$ cat src/rtl/rv_pkg.sv
// Shared RV32I pipeline constants, the IF/ID slot record and a PC alignment helper.
package rv_pkg;

  localparam int          XLEN      = 32;
  localparam int          INSTR_W   = 32;
  localparam logic [31:0] RESET_PC  = 32'h0040_0000;  // text segment base
  localparam logic [31:0] NOP_INSTR = 32'h0000_0013;  // addi x0,x0,0

  // Contents of the IF/ID pipeline slot
  typedef struct packed {
    logic [XLEN-1:0]    pc;
    logic [XLEN-1:0]    pc4;
    logic [INSTR_W-1:0] instr;
    logic               valid;
  } if_id_t;

  // Redirect targets are word aligned: clears the jalr LSB and bit 1 in one step
  function automatic logic [XLEN-1:0] align_pc(input logic [XLEN-1:0] target);
    return target & ~XLEN'(3);
  endfunction

endpackage

$ cat src/rtl/if_id_reg.sv
// IF/ID pipeline register: synchronous reset, synchronous flush, capture enable.
module if_id_reg
  import rv_pkg::*;
#(
  parameter logic [INSTR_W-1:0] NOP_INSTR = rv_pkg::NOP_INSTR
) (
  input  logic   clk,
  input  logic   rst_n,
  input  logic   flush,
  input  logic   en,
  input  if_id_t d,
  output if_id_t q
);

  // Reset and flush both leave an invalid bubble carrying a NOP
  localparam if_id_t BUBBLE = '{pc: '0, pc4: '0, instr: NOP_INSTR, valid: 1'b0};

  // Slot update: reset > flush > capture > hold
  always_ff @(posedge clk) begin
    // NOTE: reset is synchronous, so it is just the highest-priority branch of the
    // clocked block; non-blocking assignments keep every flop reading pre-edge values.
    if (!rst_n) begin
      q <= BUBBLE;
    end else if (flush) begin
      q <= BUBBLE;
    end else if (en) begin
      q <= d;
    end
  end

endmodule

$ cat src/rtl/fetch_stage.sv
// IF stage: PC register, PC+4 adder, EX redirect and IF/ID slot.
// The if_id_t record is sized by rv_pkg::XLEN, so XLEN must stay equal to it.
module fetch_stage
  import rv_pkg::*;
#(
  parameter int                 XLEN      = rv_pkg::XLEN,
  parameter logic [XLEN-1:0]    RESET_PC  = rv_pkg::RESET_PC,
  parameter logic [INSTR_W-1:0] NOP_INSTR = rv_pkg::NOP_INSTR
) (
  input  logic               CLK_IN,
  input  logic               RSTN_IN,
  input  logic               PC_EN_IN,
  input  logic               IF_ID_EN_IN,
  input  logic               BRANCH_TAKEN_IN,
  input  logic [XLEN-1:0]    BRANCH_TARGET_IN,
  output logic [XLEN-1:0]    IMEM_ADDR_OUT,
  input  logic [INSTR_W-1:0] IMEM_DATA_IN,
  output logic [XLEN-1:0]    PC_IF_ID_OUT,
  output logic [XLEN-1:0]    PC4_IF_ID_OUT,
  output logic [INSTR_W-1:0] INSTR_IF_ID_OUT,
  output logic               VALID_IF_ID_OUT
);

  logic [XLEN-1:0] pc_q;
  logic [XLEN-1:0] pc_plus4;
  if_id_t          if_id_d;
  if_id_t          if_id_q;

  // Sequential successor; wraps modulo 2^XLEN with no carry out
  assign pc_plus4 = pc_q + XLEN'(4);

  // PC register: reset > redirect (overrides a stall) > advance > hold
  always_ff @(posedge CLK_IN) begin
    if (!RSTN_IN) begin
      pc_q <= RESET_PC;
    end else if (BRANCH_TAKEN_IN) begin
      pc_q <= align_pc(BRANCH_TARGET_IN);
    end else if (PC_EN_IN) begin
      pc_q <= pc_plus4;
    end
  end

  // Record offered to IF/ID: the word fetched from the current PC
  always_comb begin
    if_id_d = '{pc: pc_q, pc4: pc_plus4, instr: IMEM_DATA_IN, valid: 1'b1};
  end

  // A redirect squashes the wrong-path fetch sitting in IF
  if_id_reg #(
    .NOP_INSTR (NOP_INSTR)
  ) u_if_id_reg (
    .clk   (CLK_IN),
    .rst_n (RSTN_IN),
    .flush (BRANCH_TAKEN_IN),
    .en    (IF_ID_EN_IN),
    .d     (if_id_d),
    .q     (if_id_q)
  );

  assign IMEM_ADDR_OUT   = pc_q;
  assign PC_IF_ID_OUT    = if_id_q.pc;
  assign PC4_IF_ID_OUT   = if_id_q.pc4;
  assign INSTR_IF_ID_OUT = if_id_q.instr;
  assign VALID_IF_ID_OUT = if_id_q.valid;

endmodule

$ cat config.mk
export PLATFORM = sky130hd
export DESIGN_NAME = fetch_stage
export DESIGN_NICKNAME = d
export VERILOG_FILES = /design/src/rtl/rv_pkg.sv /design/src/rtl/if_id_reg.sv /design/src/rtl/fetch_stage.sv
export SDC_FILE = /design/constraint.sdc
export NUM_CORES = 1
export LEC_CHECK = 0
export CAP_MARGIN = 20
export CORE_ASPECT_RATIO = 0.8
export CORE_MARGIN = 2
export CORE_UTILIZATION = 46
export DETAILED_ROUTE_END_ITERATION = 16
export PLACE_DENSITY = 0.84
export SKIP_LAST_GASP = 1
export SLEW_MARGIN = 20
export SYNTH_ARGS = -nofsm -noshare
export SYNTH_HDL_FRONTEND = slang
export SYNTH_HIERARCHICAL = 1
export SYNTH_SLANG_ARGS = --single-unit
$ cat constraint.sdc
create_clock -name CLK_IN -period 2.8 [get_ports CLK_IN]
set_input_delay 0.28 -clock CLK_IN [delete_from_list [all_inputs] [get_ports CLK_IN]]
set_output_delay 0.28 -clock CLK_IN [all_outputs]
set_load 0.03 [all_outputs]
==> metrics list, run 1 <==
* First-pass GRT wire length: 26400 um
- Mean cell area of the mapped netlist: 9.29 um2
* Via count of the first global-routing pass: 5278
* Detailed-route wire length: 16500 um
* Initial Utilization: 0.473
- Crit path required time: 3.08 ns
* Maximum operating frequency: 0.415 GHz
* Total negative slack: 0 ns
- Floorplan die height: 104 um
* Cells after synthesis: 622
* Number of antenna violations at the first check in global routing: 0
- The worst hold path belongs to the class in -> reg.
- Subtracting the final worst setup slack from the clock period gives 2.41 ns.
- The routed design uses 7510 um of met2 wire.
- Summed over all nets, the switching power comes to 1.31 mW.
- 198 I/O pins were placed.
- Area taken by multi-input logic gates: 2930 um2
- Number of diodes: 0
* Part of the power in the clock network: 0.460
* Overall routing resource usage: 0.242
- Of the total power, registers draw 0.397.
* Number of design rule violations left after detail routing: 0
* Unrepaired setup endpoints after global routing: no
- Cell count after placement: 958
- In this run the deepest clock path goes through 2 buffers.
- Slew at the pin closest to its max-slew limit: 0.811 ns
* Seq cells post-synth: 127
- Across the routed clock network, the largest skew measured is 0.00943 ns.
- The completed layout was analyzed and its total power is 4.94 mW.
* Per-cell via count in the routed design: 5.41
* Peak ir drop on the vdd network: 0.380 mV
* Pre-CTS worst setup slack: 0.498 ns
- In this run the clock root is driven by a sky130_fd_sc_hd__clkbuf_16.
- Total congestion overflow: 0
* Total of max-cap violations: 0
- The first TritonRoute pass finished after 7 iterations.
- Estimated wirelength of the detail-placed design: 11400 um
- Internal power comes to 3.63 mW.
- Measured along the x axis, the die boundary spans 129 um.
- Routed wirelength normalized by instance count: 16.7 um
* Hold slack final: 0.435 ns
- Fraction of synthesis flops using an asynchronous set or reset pin: 0
- Worst setup path category: reg -> reg
- Data arrives at the worst endpoint at 2.69 ns.
- Commonest register cell after synthesis: sky130_fd_sc_hd__dfxtp_1
* Status: complete, no violations
- Number of nets still failing antenna checks after routing: 0
- With fillers left out, the area of the finished cells amounts to 8460 um2.
- Clock insertion delay at the later pin of the skew report: 0.40 ns
- The synthesized netlist contains 45 unique library cells.
* Post-CTS Setup Inserts: 0
- Setup violations remaining at the end of the flow were counted as 0.
* Number of levels the H-tree was split into: 4
- Resize count post-CTS: 0
* Placed standard-cell area: 7850 um2
* Crit share post-route: 0.860
* Highest net fanout along the worst path: 10
- Number of buffers inserted by port buffering: 193
- Sw frac: 0.265
* Post-synth EDFFs: 0
- Combinational share of power: 0.143
* Largest net degree at the start of global routing: 57
* Die footprint: 13500 um2
- Summed instance area of the synthesized netlist: 5780 um2
* Routed wire length on met3: 1550 um
- The final hold violation count was 0.
* Pleak: 3.31 nW
- Post-route non-filler standard cell count: 990
- Across the whole layout, storage elements account for 2540 um2.
- The worst pin sits at a relative slew slack of 0.455.
- TritonCTS built the clock tree.
- Final Max Tran Viols: 0
- Total routed wire length on the met1 layer: 7180 um
* Uppermost signal routing layer after detailed routing: met4
- The floorplan has 36 rows.
- Number of nets at the end of the flow: 876
* Sequential element share of the synthesized area: 0.440
- Setup slack on the critical path of the routed design comes to 0.391 ns.
- Core area: 12200 um2
* Util after Layout: 0.693
* Overall via count from detail_route: 5356
- The worst setup path is captured at a flip-flop.
* Relative area change from synthesis to final layout: 46.4%
- Layout fillers: 920
- Number of buffers created by CTS: 17
- The clock drives 127 sinks.
- STA classifies the critical path startpoint as a flip-flop.
- Dividing total power by cell area gives a power density of 584 nW/um2.
- For this run, the number of Yosys warnings is 6.
- Detailed Route Iter0 Violations: 357
* Fraction of final layout cells sized beyond drive strength 1: 0.0757
- The number of hold buffers added after CTS was 0.
* Clock slew at the register clock pins of the worst setup and hold paths: 0.06 ns
* Final weighted congestion in routability-driven placement: 0.872
[final cells by class]
class	instances	area share
well taps	171	0.0253
clock buffers	18	0.0508
inverters	5	0.00222
multi-input cells	440	0.347
repair buffers	215	0.253
clock inverters	14	0.0215
flip-flops and latches	127	0.301
[worst paths after layout]
| path | from | endpoint | slack (ns) | cells after the start |
|---|---|---|---|---|
| min reg2reg | u_if_id_reg/q[66]$_SDFFE_PP0P_ | u_if_id_reg/q[66]$_SDFFE_PP0P_ | 0.49 | 2 |
| max | IMEM_ADDR_OUT[2]$_SDFFE_PN0P_ | u_if_id_reg/q[49]$_SDFFE_PP0P_ | 0.39 | 6 |
| min | IF_ID_EN_IN | u_if_id_reg/q[19]$_SDFFE_PP0P_ | 0.43 | 3 |
| max reg2reg | IMEM_ADDR_OUT[2]$_SDFFE_PN0P_ | u_if_id_reg/q[49]$_SDFFE_PP0P_ | 0.39 | 6 |
[synthesized netlist by cell type (11+ instances only)]
library cell,number,area share
sky130_fd_sc_hd__buf_2,11,0.0095
sky130_fd_sc_hd__clkbuf_1,30,0.019
sky130_fd_sc_hd__dfxtp_1,127,0.44
sky130_fd_sc_hd__mux2i_1,95,0.16
sky130_fd_sc_hd__nand2_1,21,0.014
sky130_fd_sc_hd__nand3_1,17,0.015
sky130_fd_sc_hd__nand4_1,24,0.026
sky130_fd_sc_hd__nor2_1,107,0.070
sky130_fd_sc_hd__nor2b_1,11,0.012
sky130_fd_sc_hd__nor3_1,19,0.016
sky130_fd_sc_hd__o21ai_0,22,0.019
sky130_fd_sc_hd__xnor2_1,26,0.039
sky130_fd_sc_hd__xor2_1,12,0.018
[worst max-delay path, cell delays in order, from the launching register on]
cell and delay, ns:
sky130_fd_sc_hd__dfxtp_1 0.44, sky130_fd_sc_hd__ha_1 0.29, sky130_fd_sc_hd__nand3_1 0.38, sky130_fd_sc_hd__nor4_1 0.83, sky130_fd_sc_hd__xor2_1 0.14, sky130_fd_sc_hd__mux2i_1 0.17, sky130_fd_sc_hd__nor2_1 0.06
[sequential cells by signal, indices dropped and copies added, names as in the netlist]
signal and flops:
IMEM_ADDR_OUT 30, u_if_id_reg/q 97
[power by group through the flow]
stage | Clock (mW) | Sequential [mW] | Combinational, mW
finish | 2.27 | 1.96 | 0.706
global route | 2.38 | 1.97 | 0.750
CTS | 2.31 | 1.96 | 0.705
detailed placement | 0 | 2.00 | 0.701
global placement | 0 | 1.99 | 0.685
floorplan | 0 | 2.10 | 0.294
[per-layer routing]
metal  vias to the layer above  track usage
met2                       260        0.371
li1                       2531            -
met3                        33       0.0777
met1                      2532        0.321
met5                         -            0
met4                         0       0.0823
[placed cells by master (no fill, tap or decap), types with 8 or more instances in the layout]
cell	instances
sky130_fd_sc_hd__xnor2_1	26
sky130_fd_sc_hd__nor3_1	19
sky130_fd_sc_hd__o21ai_0	22
sky130_fd_sc_hd__nand4_1	24
sky130_fd_sc_hd__nand3_1	17
sky130_fd_sc_hd__clkdlybuf4s50_1	192
sky130_fd_sc_hd__mux2i_1	95
sky130_fd_sc_hd__xor2_1	12
sky130_fd_sc_hd__clkbuf_16	17
sky130_fd_sc_hd__nand2_1	21
sky130_fd_sc_hd__and4_1	8
sky130_fd_sc_hd__dfxtp_1	127
sky130_fd_sc_hd__nor2b_1	11
sky130_fd_sc_hd__a21oi_1	9
sky130_fd_sc_hd__buf_4	19
sky130_fd_sc_hd__nor2_1	107
[cell families after synthesis]
group / Yosys count / synth area share
flip-flops: 127 / 0.440
XOR/XNOR: 38 / 0.0576
AO/OA/AOI/OAI: 60 / 0.0689
multiplexers: 95 / 0.165
AND/OR/NAND/NOR: 239 / 0.207
buffers and inverters: 60 / 0.0585
adder cells (fa/ha/maj): 1 / 0.00217
other: 2 / 0.00130
(Power assumes the default switching activity.)
==> inputs of run 2 (changes only) <==
- CORE_ASPECT_RATIO: 0.8 -> unset
- RECOVER_POWER: unset -> 100
==> run 2 against run 1 <==
Utilization is 0.43 points lower. Via count is 0.82% lower. Maximum frequency is 1.3% lower. Clock power is 5% lower. Largest power group unchanged. Highest routed layer unchanged.
==> metrics list, run 2 (same netlist as run 1, synthesis figures left out) <==
* Status: complete, no violations
- Highest-count cells in the layout ignoring fill and taps: 128 x sky130_fd_sc_hd__dlygate4sd3_1, 127 x sky130_fd_sc_hd__dfxtp_1, 107 x sky130_fd_sc_hd__nor2_1, 95 x sky130_fd_sc_hd__mux2i_1, 64 x sky130_fd_sc_hd__clkdlybuf4s50_1
* Maximum operating frequency: 0.410 GHz
* Routed length on met2: 8400 um
- Overall via count from detail_route: 5312
- STA classifies the critical path startpoint as an input pin.
- Fin Clk Skew: 0.00886 ns
* Uppermost signal routing layer after detailed routing: met4
* Overall routing resource usage: 0.250
- Relative area change from synthesis to final layout: 44.4%
- Along the worst path, the maximum fanout reaches 32.
- The net count of the finished layout is 874.
- Total congestion overflow: 0
- The worst setup path is of the in -> reg kind.
- Number of levels the H-tree was split into: 4
* Initial Utilization: 0.477
- Die footprint: 13500 um2
- Via count of the first global-routing pass: 5141
- Combinational share of power: 0.139
- The detailed router put a total of 6780 um of wire on met1.
* Type of the tightest min-delay check: in -> reg
- The worst setup path is captured at a flip-flop.
- Number of design rule violations left after detail routing: 0
- In the final layout, the multi-input gates occupy 2890 um2.
* Number of nets still failing antenna checks after routing: 0
* CP max-delay cell: sky130_fd_sc_hd__nand2b_1
- After clock tree synthesis, the clock-pin slew on the worst setup and hold paths is 0.05 ns.
- Cells along the critical path: dlygate4sd3_1, nand2b_1, clkbuf_2, nor2_1
- Post-CTS Setup Inserts: 0
- Counting flops per register, the top entry is u_if_id_reg/q.
* Root buf cell: sky130_fd_sc_hd__clkbuf_16
- Floorplan row count: 40
- For the pin with the worst max-slew slack, the measured transition is 1.32 ns.
- The internal portion of the total power is 3.55 mW.
- Counting the buffers created by CTS gives 17.
- Sw frac: 0.257
- First-pass GRT wire length: 26100 um
- Storage cell area: 2540 um2
* Number of buffers inserted by port buffering: 193
* Cell type group with the largest total delay on the critical path: buffers and inverters
- I/O pin cnt: 198
- Counting both buffers and inverters, the worst setup path holds a total of 2.
* Power share of the sequential group: 0.411
* Pleak: 3.62 nW
* Cell count after placement: 953
- Total negative slack: 0 ns
- In this run the horizontal extent of the chip is 116 um.
* Slowest stage delay, CP: 1.05 ns
- Count of final hold-check violations: 0
- Of the cells placed in the final design, the portion with a size suffix greater than 1 is 0.0624.
* Resize count post-CTS: 0
- Core area: 12100 um2
- CTS saw 127 sinks.
- Per-cell via count in the routed design: 5.39
- Detailed-route wire length: 16800 um
- Buffers inserted to repair hold after CTS numbered 0.
- Clock insertion delay at the later pin of the skew report: 0.41 ns
- Counting the fill cells in the layout gives 986.
* Floorplan die height: 116 um
- TritonCTS built the clock tree.
- Period minus WS final: 2.44 ns
- The congestion estimate from routability-driven global placement came to 0.870.
- Number of antenna violations at the first check in global routing: 0
* Number of diodes: 0
- At the worst endpoint, the required time is 3.08 ns.
* TritonRoute pass-1 iters: 5
- Routed wire length on met3: 1290 um
- Switching component of the power: 1.23 mW
- Power spread over the standard cell area amounts to 574 nW/um2.
- Of the total power, the clock network draws 0.450.
- Setup violation total in the final timing report: 0
* Largest net degree at the start of global routing: 65
* Clock Path Buffers: 2
* Routed wirelength normalized by instance count: 17.0 um
- After the flow finishes, the layout carries non-filler instances totaling 985.
* Estimated wirelength of the detail-placed design: 11900 um
- CP Data Arrival Time: 2.72 ns
- Of the available clock period, the critical path in the final layout requires 0.871.
- The register with the most flip-flops in the layout has 97 of them.
* Unrepaired setup endpoints after global routing: no
- For this block, the initial DRC count from the detailed router was 419.
- Final Max Tran Viols: 0
- Peak ir drop on the vdd network: 0.390 mV
- The library cell used most frequently in the layout, excluding fill and tap cells, is sky130_fd_sc_hd__dlygate4sd3_1.
- Total of max-cap violations: 0
- In this run the tightest slew margin relative to its limit is 0.121.
run 2: path summary, 6_finish.rpt:
path / startpoint / end / slack (ns) / depth (start not counted)
max: BRANCH_TAKEN_IN / u_if_id_reg/q[71]$_SDFFE_PP0P_ / 0.36 / 4
min: IF_ID_EN_IN / u_if_id_reg/q[28]$_SDFFE_PP0P_ / 0.30 / 3
max reg2reg: IMEM_ADDR_OUT[9]$_SDFFE_PN0P_ / u_if_id_reg/q[64]$_SDFFE_PP0P_ / 0.46 / 7
min reg2reg: u_if_id_reg/q[28]$_SDFFE_PP0P_ / u_if_id_reg/q[28]$_SDFFE_PP0P_ / 0.48 / 2
run 2: power by group through the flow:
| stage | Clock [mW] | Combinational, mW | Sequential [mW] |
|---|---|---|---|
| final | 2.15 | 0.666 | 1.97 |
| after global placement | 0 | 0.674 | 2.00 |
| after CTS | 2.19 | 0.696 | 1.97 |
| after detailed placement | 0 | 0.690 | 2.00 |
| after floorplan | 0 | 0.294 | 2.10 |
| after global routing | 2.27 | 0.709 | 1.97 |
run 2: worst reg2reg max path, delay by kind of cell (launching register included):
kind,cells,cell delay [ns]
xor+xnor,1,0.17
buf+inv,1,0.30
flops,1,0.51
mux,1,0.13
simple gates,4,1.12
run 2: layout make-up:
| class | instances | share of cell area |
|---|---|---|
| clock buffers | 22 | 0.0569 |
| clock inverters | 10 | 0.0134 |
| inverters | 5 | 0.00225 |
| multi-input cells | 440 | 0.346 |
| flip-flops and latches | 127 | 0.305 |
| well taps | 168 | 0.0252 |
| repair buffers | 213 | 0.251 |
run 2: layer usage:
metal,track usage,vias to the layer above
li1,-,2530
met1,0.293,2535
met2,0.430,214
met3,0.0779,33
met4,0.0968,0
met5,0,-
run 2: metrics by stage:
step                 util  power, mW  worst slack, ns  instance area (um2)  hold slack, ns
floorplan               -       2.40            0.357                 5790           0.402
global placement    0.645       2.68            0.642                 7810           0.473
detailed placement  0.645       2.70            0.553                 7810           0.479
CTS                 0.693       4.85            0.500                 8400           0.288
global route        0.688       4.96            0.200                 8340           0.299
finish              0.688       4.78            0.360                 8340           0.300
